File: src/rtl/sram_ctrl.sv
`default_nettype none
// ============================================================================
//  Module   : sram_ctrl
//  Purpose  : Single-outstanding request/response bridge to an asynchronous
//             SRAM pin driver. Each accepted request performs one word access
//             that keeps the SRAM enable high for WAIT_CYCLES clocks. The
//             result is then held until upstream takes it.
//  Ports    : clock, reset_n          - clock, async active-low reset
//             io_req_*                - request channel (valid/ready)
//             io_resp_*               - response channel (valid/ready)
//             io_sram_*               - SRAM pin-driver side
//  Revision : 1.0 - initial release
// ============================================================================
module sram_ctrl #(
    parameter int WAIT_CYCLES = 1     // enable-high cycles per access, 1..15
) (
    input  logic        clock,
    input  logic        reset_n,
    input  logic        io_req_valid,
    output logic        io_req_ready,
    input  logic [21:0] io_req_addr,
    input  logic        io_req_wen,
    input  logic [31:0] io_req_wdata,
    input  logic [3:0]  io_req_wmask,
    output logic        io_resp_valid,
    input  logic        io_resp_ready,
    output logic [31:0] io_resp_rdata,
    output logic [19:0] io_sram_addr,
    output logic [31:0] io_sram_din,
    input  logic [31:0] io_sram_dout,
    output logic        io_sram_en,
    output logic        io_sram_we,
    output logic [3:0]  io_sram_wmask
);

    typedef enum logic [1:0] {
        ST_IDLE   = 2'd0,
        ST_ACCESS = 2'd1,
        ST_RESP   = 2'd2
    } state_t;

    localparam logic [3:0] c_cnt_load = 4'(WAIT_CYCLES - 1);

    state_t      r_state;
    state_t      w_state_nxt;
    logic [3:0]  r_cnt;
    logic [3:0]  w_cnt_nxt;
    logic        r_wen;
    logic        w_wen_nxt;
    logic [3:0]  r_mask;
    logic [3:0]  w_mask_nxt;
    logic [19:0] r_sram_addr;
    logic [19:0] w_addr_nxt;
    logic [31:0] r_sram_din;
    logic [31:0] w_din_nxt;
    logic [31:0] r_resp_rdata;
    logic [31:0] w_rdata_nxt;
    logic        r_sram_en;
    logic        r_sram_we;
    logic [3:0]  r_sram_wmask;
    logic        r_resp_valid;
    logic        r_req_ready;
    logic        w_accept;
    logic        w_in_access_nxt;

    // Byte-offset bits are not used: accesses are always whole words.
    logic        w_addr_unused;
    assign w_addr_unused = ^io_req_addr[1:0];

    assign w_accept = (r_state == ST_IDLE) && r_req_ready && io_req_valid;

    // ------------------------------------------------------------------
    // Next-state and next-register computation
    // ------------------------------------------------------------------
    always_comb begin
        w_state_nxt = r_state;
        w_cnt_nxt   = r_cnt;
        w_wen_nxt   = r_wen;
        w_mask_nxt  = r_mask;
        w_addr_nxt  = r_sram_addr;
        w_din_nxt   = r_sram_din;
        w_rdata_nxt = r_resp_rdata;

        case (r_state)
            ST_IDLE: begin
                if (w_accept) begin
                    w_wen_nxt  = io_req_wen;
                    w_mask_nxt = io_req_wmask;
                    w_addr_nxt = io_req_addr[21:2];
                    w_din_nxt  = io_req_wdata;
                    // A write that enables no byte has nothing to do on the
                    // bus, so it is answered immediately.
                    if (io_req_wen && (io_req_wmask == 4'h0)) begin
                        w_state_nxt = ST_RESP;
                        w_cnt_nxt   = 4'h0;
                        w_rdata_nxt = 32'h0;
                    end else begin
                        w_state_nxt = ST_ACCESS;
                        w_cnt_nxt   = c_cnt_load;
                    end
                end
            end
            ST_ACCESS: begin
                if (r_cnt == 4'h0) begin
                    w_state_nxt = ST_RESP;
                    w_rdata_nxt = r_wen ? 32'h0 : io_sram_dout;
                end else begin
                    w_cnt_nxt = r_cnt - 4'h1;
                end
            end
            ST_RESP: begin
                if (io_resp_ready) begin
                    w_state_nxt = ST_IDLE;
                end
            end
            default: begin
                w_state_nxt = ST_IDLE;
            end
        endcase
    end

    // Outputs are registered from the next state so they change on the same
    // edge as the state itself; outside ACCESS the bus controls read as 0.
    assign w_in_access_nxt = (w_state_nxt == ST_ACCESS);

    always_ff @(posedge clock or negedge reset_n) begin
        if (!reset_n) begin
            r_state       <= ST_IDLE;
            r_cnt         <= 4'h0;
            r_wen         <= 1'b0;
            r_mask        <= 4'h0;
            r_sram_addr   <= 20'h0;
            r_sram_din    <= 32'h0;
            r_resp_rdata  <= 32'h0;
            r_sram_en     <= 1'b0;
            r_sram_we     <= 1'b0;
            r_sram_wmask  <= 4'h0;
            r_resp_valid  <= 1'b0;
            r_req_ready   <= 1'b0;
        end else begin
            r_state       <= w_state_nxt;
            r_cnt         <= w_cnt_nxt;
            r_wen         <= w_wen_nxt;
            r_mask        <= w_mask_nxt;
            r_sram_addr   <= w_addr_nxt;
            r_sram_din    <= w_din_nxt;
            r_resp_rdata  <= w_rdata_nxt;
            r_sram_en     <= w_in_access_nxt;
            r_sram_we     <= w_in_access_nxt && w_wen_nxt;
            r_sram_wmask  <= (w_in_access_nxt && w_wen_nxt) ? w_mask_nxt : 4'h0;
            r_resp_valid  <= (w_state_nxt == ST_RESP);
            r_req_ready   <= (w_state_nxt == ST_IDLE);
        end
    end

    assign io_req_ready  = r_req_ready;
    assign io_resp_valid = r_resp_valid;
    assign io_resp_rdata = r_resp_rdata;
    assign io_sram_addr  = r_sram_addr;
    assign io_sram_din   = r_sram_din;
    assign io_sram_en    = r_sram_en;
    assign io_sram_we    = r_sram_we;
    assign io_sram_wmask = r_sram_wmask;

endmodule
`default_nettype wire

File: config.mk
export PLATFORM = sky130hd
export DESIGN_NAME = sram_ctrl
export DESIGN_NICKNAME = d
export VERILOG_FILES = /design/src/rtl/sram_ctrl.sv
export SDC_FILE = /design/constraint.sdc
export NUM_CORES = 1
export LEC_CHECK = 0
export BUFFER_PORTS_ARGS = -buffer_cell sky130_fd_sc_hd__buf_2
export CAP_MARGIN = 5
export CORE_MARGIN = 4
export CORE_UTILIZATION = 48
export CTS_CLUSTER_DIAMETER = 30
export DETAILED_ROUTE_END_ITERATION = 8
export PLACE_DENSITY = 0.91
export SYNTH_ARGS = -nofsm -noshare
export SYNTH_HDL_FRONTEND = slang
export SYNTH_SLANG_ARGS = --single-unit
File: constraint.sdc
create_clock -name clock -period 4.29 [get_ports clock]
set_input_delay 0 -clock clock [delete_from_list [all_inputs] [get_ports clock]]
set_output_delay 0 -clock clock [all_outputs]
set_load 0.05 [all_outputs]
==> results of run 1 <==
sequential cells by signal, indices dropped and copies added (netlist names):
name / cells
io_sram_din: 32
io_sram_en: 1
r_mask: 4
io_resp_valid: 1
io_sram_we: 1
io_sram_addr: 20
r_cnt: 4
io_resp_rdata: 32
io_req_ready: 1
io_sram_wmask: 4
r_wen: 1
r_state: 2
cell usage in the layout, fill, tap and decap left out, types with 2 or more instances in the layout:
cell type,count
clkbuf_8,9
clkbuf_1,2
dfrtp_1,103
inv_1,34
a211oi_1,2
o21ai_0,33
nor2_1,2
dlygate4sd3_1,91
nand2_1,176
buf_4,5
o32ai_2,29
nand3_1,2
o32ai_1,3
a32o_1,4
clkinvlp_4,3
bufinv_16,2
ha_1,2
nand3b_1,2
buf_2,183
cells by family (layout without fill, tap and decap cells):
family                   after synthesis  in the layout
multiplexers                           2              2
flip-flops                           103            103
AO/OA/AOI/OAI                         76             76
adder cells (fa/ha/maj)                2              2
other                                  0              1
AND/OR/NAND/NOR                      192            192
buffers and inverters                 66            329
worst register-to-register path: cells and delay by family, from the launching register on:
| family | cells | cell delay (ns) |
|---|---|---|
| AOI/OAI and AO/OA | 1 | 0.46 |
| buffers and inverters | 1 | 0.11 |
| adders and majority gates | 1 | 0.15 |
| DFF | 1 | 0.40 |
| and+or+nand+nor | 2 | 1.65 |
where the power goes:
part | leakage, nW | switching (mW) | internal, mW | total (mW)
registers | 1.30 | 0.238 | 1.40 | 1.64
logic | 2.10 | 2.29 | 0.735 | 3.03
clock network | 0.0958 | 0.321 | 0.330 | 0.651
metal layers:
| metal | vias to the layer above | wire length, um | global-route usage [%] |
|---|---|---|---|
| met5 | - | 0 | 0 |
| met1 | 2001 | 4850 | 28.0 |
| li1 | 1959 | - | - |
| met4 | 0 | 763 | 15.3 |
| met2 | 205 | 6910 | 43.5 |
| met3 | 62 | 819 | 4.78 |
metrics by stage:
step	power [mW]	setup slack, ns	util (%)	instances
6_report	5.32	1.41	73.5	813
5_1_grt	5.61	1.24	73.5	813
4_1_cts	5.31	1.50	73.5	812
3_5_place_dp	4.58	1.49	60.9	705
3_3_place_gp	4.47	1.66	60.9	705
2_1_floorplan	3.88	2.56	-	441
area by class of cell:
type	instances	area (um2)
diodes	1	2.50
clock buffers	11	131
clock inverters	5	82.6
fillers	570	2350
inverters	34	128
multi-input cells	272	1620
flip-flops and latches	103	2580
well taps	108	135
repair buffers	279	1860
worst min path at each step:
stage / depth (start not counted) / to / slack, ns / from
2_1_floorplan: 0 / io_req_ready / -0.30 / reset_n
3_3_place_gp: 1 / io_resp_rdata[27] / 0.06 / reset_n
3_5_place_dp: 1 / io_resp_rdata[27] / 0.08 / reset_n
4_1_cts: 2 / io_resp_rdata[27] / 0.22 / reset_n
5_1_grt: 2 / io_resp_rdata[21] / 0.24 / reset_n
6_report: 2 / io_resp_rdata[21] / 0.19 / reset_n
==> out/results.md, run 1 <==
• Yosys top cell by area: dfrtp_1
• synthesized netlist net count: 538
• reg-to-reg critical path startpoint: r_cnt[0]
• setup TNS: 0 ns
• final setup violation count: 0
• count of input and output buffers: 184
• classification of the worst setup path: flip-flop to flip-flop
• final net count: 796
• setup repair after global routing missed its margin: false
• Worst R2R Setup Slack: 1.41 ns
• largest family of logic cells by synthesized area: simple AND/OR/NAND/NOR gates
• via count: 4227
• category of cells accounting for the largest share of critical-path delay: simple AND/OR/NAND/NOR gates
• final worst path period share: 67.0%
• synth top area cells: dfrtp_1, nand2_1, o32ai_2
• endpoint of the worst-slack reg-to-reg timing path: io_resp_rdata[0]
• share of cells above drive strength 1: 33.8%
• delay of the slowest critical-path stage: 0.84 ns
• clock tree from TritonCTS: done
• number of clock sinks: 103
• pin count of the biggest net entering global routing: 65
• max-slew violation total from the final report: 0
• post-detailed-route via-to-cell ratio: 5.20
• total number of yosys warnings: 0
• library cell contributing the largest single delay on the critical path: or2_2
• Max Clock Freq: 0.348 GHz
• P&R area growth vs syn: 46.4%
• number of buffers and inverters on the critical path: 1
• final worst path period need: 2.88 ns
• number of hold-repair buffers added at the cts stage: 91
• Crit. Startpoint: r_cnt[0]
• area share of the largest cell type after synthesis: 57.7%
• Die X-Extent: 104 um
• cell-by-cell trace of the critical path: inv_1 > ha_1 > or3b_1 > or2_2 > o32ai_1
• post-place instance area: 5410 um2
• floorplan die area: 10900 um2
• depth of the worst register-to-register path: 5
• Final Hold Slack: 0.190 ns
• number of synthesized flops with an enable pin: 0
• design area: 6540 um2
• standard-cell row count: 34
• number of maximum-capacitance constraint violations: 0
• drt pass-1 iters: 4
• global-route total usage across every layer: 24.9%
• Cell Pwr Density: 813 nW/um2
• Main synth FF type: dfrtp_1
• average size of a mapped cell: 10.1 um2
• Yosys reg bits: 103
• critical path startpoint category: flip-flop
• # Post-CTS Setup Buffers: 0
• placeable core region: 8890 um2
• final number of hold-violating endpoints: 0
• synthesized instance count: 441
• xor and xnor fraction of the mapped netlist area: 0%
• slew at the pin closest to its max-slew limit: 1.14 ns
• Post-Synth Simple-Gate Area: 17.6%
• Total Routed Length: 13.3 mm
• H-tree depth: 3
• highest fanout seen on the critical path: 39
• share of flip-flops with an asynchronous set or reset after synthesis: 100%
• weighted congestion reported at the end of routability-driven placement: 0.741
• Synth Area in Compound Gates: 16.9%
• clk_skew: 0.0108 ns
• HPWL after detailed placement: 7.59 mm
• number of I/O pins: 187
• Critical Path Sink: io_resp_rdata[0]
• share of the yosys chip area belonging to registers: 57.7%
• count of cell instances traversed by the critical path: 5
• Critical Path RT: 4.52 ns
• number of nets with antenna violations after detailed routing: 0
• initial core utilization: 50.2%
• post-synthesis mux area share: 0.476%
• Bufs on Longest Clock Path: 2
• chip height: 104 um
• element type at the critical path end: flip-flop
• TritonCTS buffer count: 9
• via count of the first global-routing pass: 4538
• leakage power of the design: 3.50 nW
• Worst Path Arrival: 3.10 ns
• remaining routing DRC violations: 0
• post-cts resize count: 0
• clock-pin slew on the worst setup and hold paths: 0.10 ns
• total congestion overflow after global routing: 0
• hold crit path type: primary input to asynchronous set/reset pin
• number of distinct standard cells referenced by the synthesized netlist: 34
• clock root buffer master: clkbuf_8
• initial antenna violation count: 1
• Post-Synth Adder-Cell Area: 0.560%
• violation count after the first detailed-route iteration: 185
• Clk Latency, worst-skew pair: 0.35 ns
• relative slew slack: 24.0%
• status: finished, final reports clean
• post-detailed-route wirelength per cell: 16.4 um
• first-pass GRT wire length: 22.1 mm
• top cells by count, synth: nand2_1, dfrtp_1, inv_1, o21ai_0, o32ai_2
• VDD IR-drop max: 0.000565 V
• cell area after technology mapping: 4470 um2
• cell with the most instances after synthesis: nand2_1
(Power assumes the default switching activity.)
==> run 2, diff against run 1 <==
CORE_UTILIZATION = 43   (was 48)
PLACE_DENSITY = 0.87   (was 0.91)
clock period = 2.4 ns   (was 4.29 ns; I/O delays follow)
==> out/results.md, run 2 (synthesized netlist as in run 1, its figures left out) <==
• status: finished, final reports clean
• leakage power of the design: 3.53 nW
• initial core utilization: 44.9%
• floorplan die area: 12100 um2
• Worst Hold Launch: io_req_valid
• cell-by-cell trace of the critical path: inv_1 > ha_1 > or3b_1 > or2_2 > o32ai_1
• slew at the pin closest to its max-slew limit: 0.978 ns
• first-pass GRT wire length: 21.1 mm
• count of input and output buffers: 184
• post-cts resize count: 0
• P&R area growth vs syn: 48.3%
• placeable core region: 9950 um2
• number of maximum-capacitance constraint violations: 0
• depth of the worst register-to-register path: 5
• Worst Path Arrival: 2.40 ns
• clock root buffer master: clkbuf_8
• classification of the worst setup path: flip-flop to flip-flop
• Final Hold Slack: 0.0965 ns
• delay of the slowest critical-path stage: 0.62 ns
• VDD IR-drop max: 0.000778 V
• Die X-Extent: 110 um
• number of clock sinks: 103
• final worst path period need: 2.14 ns
• critical path startpoint category: flip-flop
• post-detailed-route via-to-cell ratio: 5.00
• # Post-CTS Setup Buffers: 0
• Clk Latency, worst-skew pair: 0.37 ns
• setup repair after global routing missed its margin: false
• via count of the first global-routing pass: 4466
• Worst R2R Setup Slack: 0.26 ns
• Critical Path RT: 2.66 ns
• drt pass-1 iters: 6
• highest fanout seen on the critical path: 33
• Cell Pwr Density: 1450 nW/um2
• remaining routing DRC violations: 0
• Total Routed Length: 13.5 mm
• hold crit path type: primary input to flip-flop
• final worst path period share: 89.2%
• max-slew violation total from the final report: 0
• setup TNS: 0 ns
• initial antenna violation count: 0
• final net count: 801
• final setup violation count: 0
• endpoint of the worst-slack reg-to-reg timing path: io_resp_rdata[0]
• violation count after the first detailed-route iteration: 347
• number of I/O pins: 187
• clock tree from TritonCTS: done
• pin count of the biggest net entering global routing: 67
• chip height: 110 um
• most frequent cells in the layout: buf_2, nand2_1, dfrtp_1
• Hold EP: r_mask[3]
• commonest non-fill, non-tap cell in the layout: buf_2
• reg-to-reg critical path startpoint: r_cnt[0]
• final number of hold-violating endpoints: 0
• global-route total usage across every layer: 22.3%
• weighted congestion reported at the end of routability-driven placement: 0.751
• count of antenna diodes in the layout: 0
• library cell contributing the largest single delay on the critical path: or2_2
• standard-cell row count: 36
• Max Clock Freq: 0.467 GHz
• number of nets with antenna violations after detailed routing: 0
• number of hold-repair buffers added at the cts stage: 91
• Bufs on Longest Clock Path: 2
• total congestion overflow after global routing: 0
• via count: 4212
• hold-critical path depth: 4
• TritonCTS buffer count: 9
• share of cells above drive strength 1: 34.6%
• Fill cells: 716
• H-tree depth: 3
• post-detailed-route wirelength per cell: 16.1 um
• clock-pin slew on the worst setup and hold paths: 0.10 ns
• relative slew slack: 34.8%
• HPWL after detailed placement: 8.14 mm
• element type at the critical path end: flip-flop
• clk_skew: 0.00804 ns
## run 2: cell count changes in the layout (fill, tap and decap cells not counted), moves of 2 or more
cell,delta
buf_12,+2
buf_4,+3
clkbuf_1,-2
clkinv_4,+2
## run 2: area by class of cell
type,instances,area [um2],share of cell area [%]
sequential,103,2580,38.9
clock buffer,9,124,1.87
timing repair buffer,284,1930,29.1
tap,133,166,2.51
multi-input combinational,272,1610,24.2
inverter,34,128,1.93
clock inverter,7,97.6,1.47
## run 2: worst max path at each step
stage	start	end	slack [ns]
floorplan	r_cnt[0]	io_resp_rdata[12]	0.67
global placement	r_cnt[0]	io_resp_rdata[31]	0.39
detailed placement	r_cnt[0]	io_resp_rdata[31]	0.30
CTS	r_cnt[0]	io_resp_rdata[31]	0.28
global route	r_cnt[0]	io_resp_rdata[31]	0.11
finish	r_cnt[0]	io_resp_rdata[0]	0.26
## run 2: worst max-delay path, delay by kind of cell, from the launching register on
| kind | cells | cell delay (ns) |
|---|---|---|
| adder cells (fa/ha/maj) | 1 | 0.15 |
| AO/OA/AOI/OAI | 1 | 0.37 |
| AND/OR/NAND/NOR | 2 | 0.97 |
| flip-flops | 1 | 0.41 |
| buffers and inverters | 1 | 0.11 |
## run 2: where the power goes
group	switching (mW)	internal (mW)	total [mW]
registers	0.421	2.50	2.93
clock network	0.603	0.589	1.19
logic	4.09	1.37	5.46
total	5.12	4.46	9.58
## run 2: routing by layer
metal / vias to the layer above / wire [um] / GRT usage, %
li1: 1968 / - / -
met1: 2018 / 5020 / 25.7
met2: 191 / 7260 / 39.9
met3: 35 / 916 / 4.46
met4: 0 / 325 / 9.88
met5: - / 0 / 0
## run 2: per-stage QoR
step	total power [mW]	setup slack (ns)	util [%]	area, um2	std cells
2_1_floorplan	6.94	0.667	-	4470	441
3_3_place_gp	8.06	0.388	55.2	5490	735
3_5_place_dp	8.28	0.301	55.2	5490	735
4_1_cts	9.60	0.277	66.6	6630	842
5_1_grt	10.1	0.112	66.6	6630	842
6_report	9.58	0.260	66.6	6630	842
